### config.mk
export PLATFORM = sky130hd
export DESIGN_NAME = uart_tx
export DESIGN_NICKNAME = d
export VERILOG_FILES = /design/src/rtl/uart_tx.sv
export SDC_FILE = /design/constraint.sdc
export NUM_CORES = 1
export LEC_CHECK = 0
export CORE_ASPECT_RATIO = 0.8
export CORE_MARGIN = 5
export CORE_UTILIZATION = 31
export DETAILED_ROUTE_END_ITERATION = 10
export PLACE_DENSITY = 0.5
export SLEW_MARGIN = 20
export SYNTH_ARGS = -nofsm -noshare
export SYNTH_HDL_FRONTEND = slang
export SYNTH_SLANG_ARGS = --single-unit
### constraint.sdc
create_clock -name CLK -period 5.9 [get_ports CLK]
set_clock_uncertainty 0.2 [all_clocks]
set_input_delay 0.59 -clock CLK [delete_from_list [all_inputs] [get_ports CLK]]
set_output_delay 0.59 -clock CLK [all_outputs]
set_load 0.03 [all_outputs]
### src/rtl/uart_tx.sv
// -----------------------------------------------------------------------------
// uart_tx
// 8N1 UART transmitter with a one-entry holding register in front of the
// shifter, so the next byte can be accepted while the current frame is on the
// line. Frames go out back-to-back with no idle gap.
//
// Parameters
//   SIZE          data bits per frame (fixed at 8)
//   FREQ_DIV_FACT clock cycles per bit period (>= 2)
//
// Ports
//   CLK       system clock, rising edge
//   RST_N     synchronous active-low reset
//   TX_VALID  byte on DIN is offered
//   DIN       byte to transmit, sampled only on a handshake
//   TX_READY  holding register empty, a byte can be accepted
//   TXD       serial line, idles high (registered)
//   TX_BUSY   a frame is in progress (registered)
//   TX_DONE   one-cycle pulse after each stop bit completes (registered)
// -----------------------------------------------------------------------------
module uart_tx #(
  parameter int SIZE          = 8,
  parameter int FREQ_DIV_FACT = 10
) (
  input  logic            CLK,
  input  logic            RST_N,
  input  logic            TX_VALID,
  input  logic [SIZE-1:0] DIN,
  output logic            TX_READY,
  output logic            TXD,
  output logic            TX_BUSY,
  output logic            TX_DONE
);

  localparam int                BAUD_W    = (FREQ_DIV_FACT > 2) ? $clog2(FREQ_DIV_FACT) : 1;
  localparam logic [BAUD_W-1:0] BAUD_LAST = BAUD_W'(FREQ_DIV_FACT - 1);
  localparam logic [BAUD_W-1:0] BAUD_ONE  = BAUD_W'(1);
  localparam logic [2:0]        BIT_LAST  = 3'd7;

  typedef enum logic [1:0] {
    ST_IDLE  = 2'd0,
    ST_START = 2'd1,
    ST_DATA  = 2'd2,
    ST_STOP  = 2'd3
  } state_t;

  state_t            state_r;
  logic [BAUD_W-1:0] baud_r;
  logic [2:0]        bit_r;
  logic [SIZE-1:0]   shift_r;
  logic [SIZE-1:0]   hold_r;
  logic              hold_full_r;
  logic              txd_r;
  logic              busy_r;
  logic              done_r;

  logic              handshake_s;
  logic              bit_end_s;
  logic              load_hold_s;

  // Ready depends only on the registered holding flag, never on TX_VALID.
  assign handshake_s = TX_VALID & ~hold_full_r;
  assign bit_end_s   = (baud_r == BAUD_LAST);

  assign TX_READY = ~hold_full_r;
  assign TXD      = txd_r;
  assign TX_BUSY  = busy_r;
  assign TX_DONE  = done_r;

  // Decide whether an accepted byte goes to the holding register. In IDLE, and
  // at the final STOP edge, it bypasses the holding register into the shifter.
  always_comb begin
    load_hold_s = 1'b0;
    if (handshake_s && (state_r != ST_IDLE) && !((state_r == ST_STOP) && bit_end_s)) begin
      load_hold_s = 1'b1;
    end else begin
      load_hold_s = 1'b0;
    end
  end

  // Transmit FSM with counters, shifter, holding register and registered outputs.
  always_ff @(posedge CLK) begin
    if (!RST_N) begin
      state_r     <= ST_IDLE;
      baud_r      <= '0;
      bit_r       <= 3'd0;
      shift_r     <= '0;
      hold_r      <= '0;
      hold_full_r <= 1'b0;
      txd_r       <= 1'b1;
      busy_r      <= 1'b0;
      done_r      <= 1'b0;
    end else begin
      done_r <= 1'b0;

      case (state_r)
        ST_IDLE: begin
          baud_r <= '0;
          bit_r  <= 3'd0;
          if (handshake_s) begin
            shift_r <= DIN;
            state_r <= ST_START;
            txd_r   <= 1'b0;
            busy_r  <= 1'b1;
          end else if (hold_full_r) begin
            shift_r     <= hold_r;
            hold_full_r <= 1'b0;
            state_r     <= ST_START;
            txd_r       <= 1'b0;
            busy_r      <= 1'b1;
          end else begin
            txd_r  <= 1'b1;
            busy_r <= 1'b0;
          end
        end

        ST_START: begin
          if (bit_end_s) begin
            baud_r  <= '0;
            state_r <= ST_DATA;
            txd_r   <= shift_r[0];
          end else begin
            baud_r <= baud_r + BAUD_ONE;
            txd_r  <= 1'b0;
          end
        end

        ST_DATA: begin
          if (bit_end_s) begin
            baud_r <= '0;
            if (bit_r == BIT_LAST) begin
              bit_r   <= 3'd0;
              state_r <= ST_STOP;
              txd_r   <= 1'b1;
            end else begin
              bit_r   <= bit_r + 3'd1;
              // Next bit is presented from the pre-shift value to keep TXD registered.
              shift_r <= {1'b0, shift_r[SIZE-1:1]};
              txd_r   <= shift_r[1];
            end
          end else begin
            baud_r <= baud_r + BAUD_ONE;
          end
        end

        ST_STOP: begin
          if (bit_end_s) begin
            baud_r <= '0;
            done_r <= 1'b1;
            if (hold_full_r) begin
              shift_r     <= hold_r;
              hold_full_r <= 1'b0;
              state_r     <= ST_START;
              txd_r       <= 1'b0;
            end else if (handshake_s) begin
              shift_r <= DIN;
              state_r <= ST_START;
              txd_r   <= 1'b0;
            end else begin
              state_r <= ST_IDLE;
              txd_r   <= 1'b1;
              busy_r  <= 1'b0;
            end
          end else begin
            baud_r <= baud_r + BAUD_ONE;
            txd_r  <= 1'b1;
          end
        end

        default: begin
          state_r <= ST_IDLE;
          baud_r  <= '0;
          bit_r   <= 3'd0;
          txd_r   <= 1'b1;
          busy_r  <= 1'b0;
        end
      endcase

      // Capture into the holding register; never coincides with a hold-to-shifter move.
      if (load_hold_s) begin
        hold_r      <= DIN;
        hold_full_r <= 1'b1;
      end else begin
        hold_r <= hold_r;
      end
    end
  end

endmodule

==> results.md <==
- Rows: 23
- H-tree Lvls: 2
- Core area: 5090 µm²
- Final Max Slew Viols: 0
- Critical path class: in2reg
- DR vias: between 1,000 and 1,500
- Fin nets: 203
- Area grow syn2layout: 15.7%
- Syn. warnings: 0
- Yosys cell types: 50
- Synth area leaders: dfxtp_1 35%, mux2i_1 10%, ha_1 6.8%
- Inserted Diodes: 0
- CP cell instances: clkdlybuf4s50_1, nor2b_1, mux2i_1, o21ai_0, a22o_1
- Reg2reg setup slack: 3.47 ns
- Reg-to-Reg End: shift_r[1]
- DRC Markers: 0
- Sequential area share after synthesis: 0.350
- Yosys top cell by area: dfxtp_1
- Syn Area/Cell: approximately 9.6 µm²
- Commonest non-fill, non-tap cell in the layout: dfxtp_1
- Period utilization: 0.427
- Dpl cells: 238
- I/O pin count: 15
- Post-route cell area: 1920 µm²
- CP peak stage delay: roughly 0.75 ns
- Vias in the first global route: between 1,000 and 1,500
- Routed vias/inst: 5.47
- Leak: 0.000765 µW
- Reg2reg start: state_r[0]
- First-pass GRT wire length: 6.06 mm
- Fill cells: approximately 490
- Routability cong.: 0.811
- Post-Syn Area: 1660 µm²
- Required time of the critical path: between 5 and 6 ns
- Final setup TNS: 0 ns
- DRT antenna net count: 0
- Post-CTS setup buffers: 0
- Post-cts resize count: 0
- Detailed Route Iter0 Violations: between 100 and 150
- RSZ-0062 raised after global routing: false
- CP max stage cell: nor2b_1
- Place WS: 3.07 ns
- Dpl cell area: 1810 µm²
- Reg2Reg Depth: 6
- CP max FO: 7
- Initial Util: 0.326
- Final hold violations: 0
- EDFF count, synth: 0
- Die X: between 90 and 100 µm
- Total power: just over 800 µW
- Routed WL: 3.75 mm
- Max VDD drop: ~0.11 mV
- Dominant synthesized flop cell: dfxtp_1
- Yosys reg bits: 29
- Relative slew slack: 0.402
- TritonCTS clock tree: built
- Commonest non-fill, non-tap cells in the layout: 29 x dfxtp_1, 22 x nor2_1, 17 x mux2i_1, 14 x clkdlybuf4s50_1, 13 x o21ai_0
- Cells after Synth: 173
- CTS clk-pin slew, worst paths: 0.07 ns
- Status: complete, no violations
- Setup ws final: 3.38 ns
- Final min period: 2.52 ns
- IO buf count: 14
- Crit path capture: shift_r[1]
- Worst setup startpoint: TX_VALID
- CP Capture Type: flop
- Min-Delay Startpoint: baud_r[0]
- Pin count of the biggest net entering global routing: 20
- CTS Hold Bufs: 0
- Drt pass-1 iters: 4
- HPWL Detailed: 2.61 mm
- Clk_lat worst skew: 0.28 ns
- Peak Freq: between 0.3 and 0.4 GHz
- Layout cells sized above 1: 0.130
- Share of the synthesized area in the top cell type: 0.350
- Root buffer cell: clkbuf_8
- Die ar.: about 6900 µm²
- Final setup fails: 0
- Slew @ Worst Pin: 0.895 ns
- GRT overflow: 0
- Max_cap viols: 0
- Hold WC Path Type: reg2reg
- Drt wl/cell: 15.2 µm
- Worst path arrival time: 2.50 ns
- Clk sinks: 29
- Power per Cell Area: 428 nW/µm²
- Die height: 75.5 µm
- Ys async rst share: 0
- Initial antenna violation count: 0
- CTS Buf Count: 5
- Post-Layout Cell Count: approximately 250
- Setup crit start kind: input pin
- GR Util All Layers: 0.111
- Longest Clk Path Bufs: 2
- Syn Nets: roughly 190
==> cells by family after synthesis <==
logic type	Yosys count	share of synthesized area
AOI/OAI and AO/OA	47	0.213
buffers and inverters	17	0.0573
xor gates and xnor gates	2	0.0106
DFF	29	0.350
and+or+nand+nor	44	0.145
muxes	25	0.157
adders and majority gates	9	0.0678
==> through the flow <==
| step | util | hold WS, ns |
|---|---|---|
| 2_1_floorplan | - | 0.233 |
| 3_3_place_gp | 0.354 | 0.248 |
| 3_5_place_dp | 0.354 | 0.264 |
| 4_1_cts | 0.377 | 0.277 |
| 5_1_grt | 0.377 | 0.303 |
| 6_report | 0.377 | 0.271 |
==> layout make-up <==
class | count | area, µm² | share of cell area
Multi-Input combinational cell | 127 | 985 | 0.512
Clock inverter | 1 | 30.0 | 0.0156
Sequential cell | 29 | 581 | 0.302
Timing Repair Buffer | 14 | 140 | 0.0729
Clock buffer | 7 | 86.3 | 0.0449
Tap cell | 62 | 77.6 | 0.0404
Inverter | 6 | 22.5 | 0.0117
==> cells in the mapped netlist (2+ instances only) <==
cell type,instances
dfxtp_1,29
nor2_1,22
mux2i_1,17
o21ai_0,13
ha_1,9
mux2_2,8
a22o_1,7
a22oi_1,7
inv_1,6
a21oi_1,3
a32oi_1,3
buf_2,3
buf_6,3
clkbuf_1,3
nand2_1,2
nand3_1,2
nor2b_1,2
o211ai_1,2
==> sequential cells by signal (all words and copies together) (netlist names) <==
signal	cells
shift_r	8
baud_r	4
TX_DONE	1
bit_r	3
TX_BUSY	1
state_r	2
TXD	1
hold_r	8
hold_full_r	1
==> per-layer routing <==
layer,global-route usage,vias up,share of wire
li1,-,655,-
met3,0.0326,8,0.074
met5,0,-,0
met4,0.0445,0,0.015
met1,0.158,640,0.49
met2,0.157,42,0.42
==> critical path: cells and delay by family <==
family	cells	cell delay, ns
simple gates	1	0.75
buf+inv	1	0.56
compound gates	2	0.35
mux	1	0.25
==> power by group <==
group / internal (µW) / switching [µW] / total (µW)
Sequential: 240 / 35.7 / 276
Clock: 138 / 77.4 / 215
Combinational: 145 / 187 / 331
Total: 522 / 300 / 822
==> worst min path at each step <==
stage	end	slack (ns)	cells past startpoint
after floorplan	baud_r[0]	0.23	1
after global placement	baud_r[0]	0.25	1
after detailed placement	baud_r[0]	0.26	1
after CTS	baud_r[0]	0.28	1
after global routing	shift_r[3]	0.30	1
final	baud_r[0]	0.27	1
No activity file was read; power rests on OpenSTA's default activity.
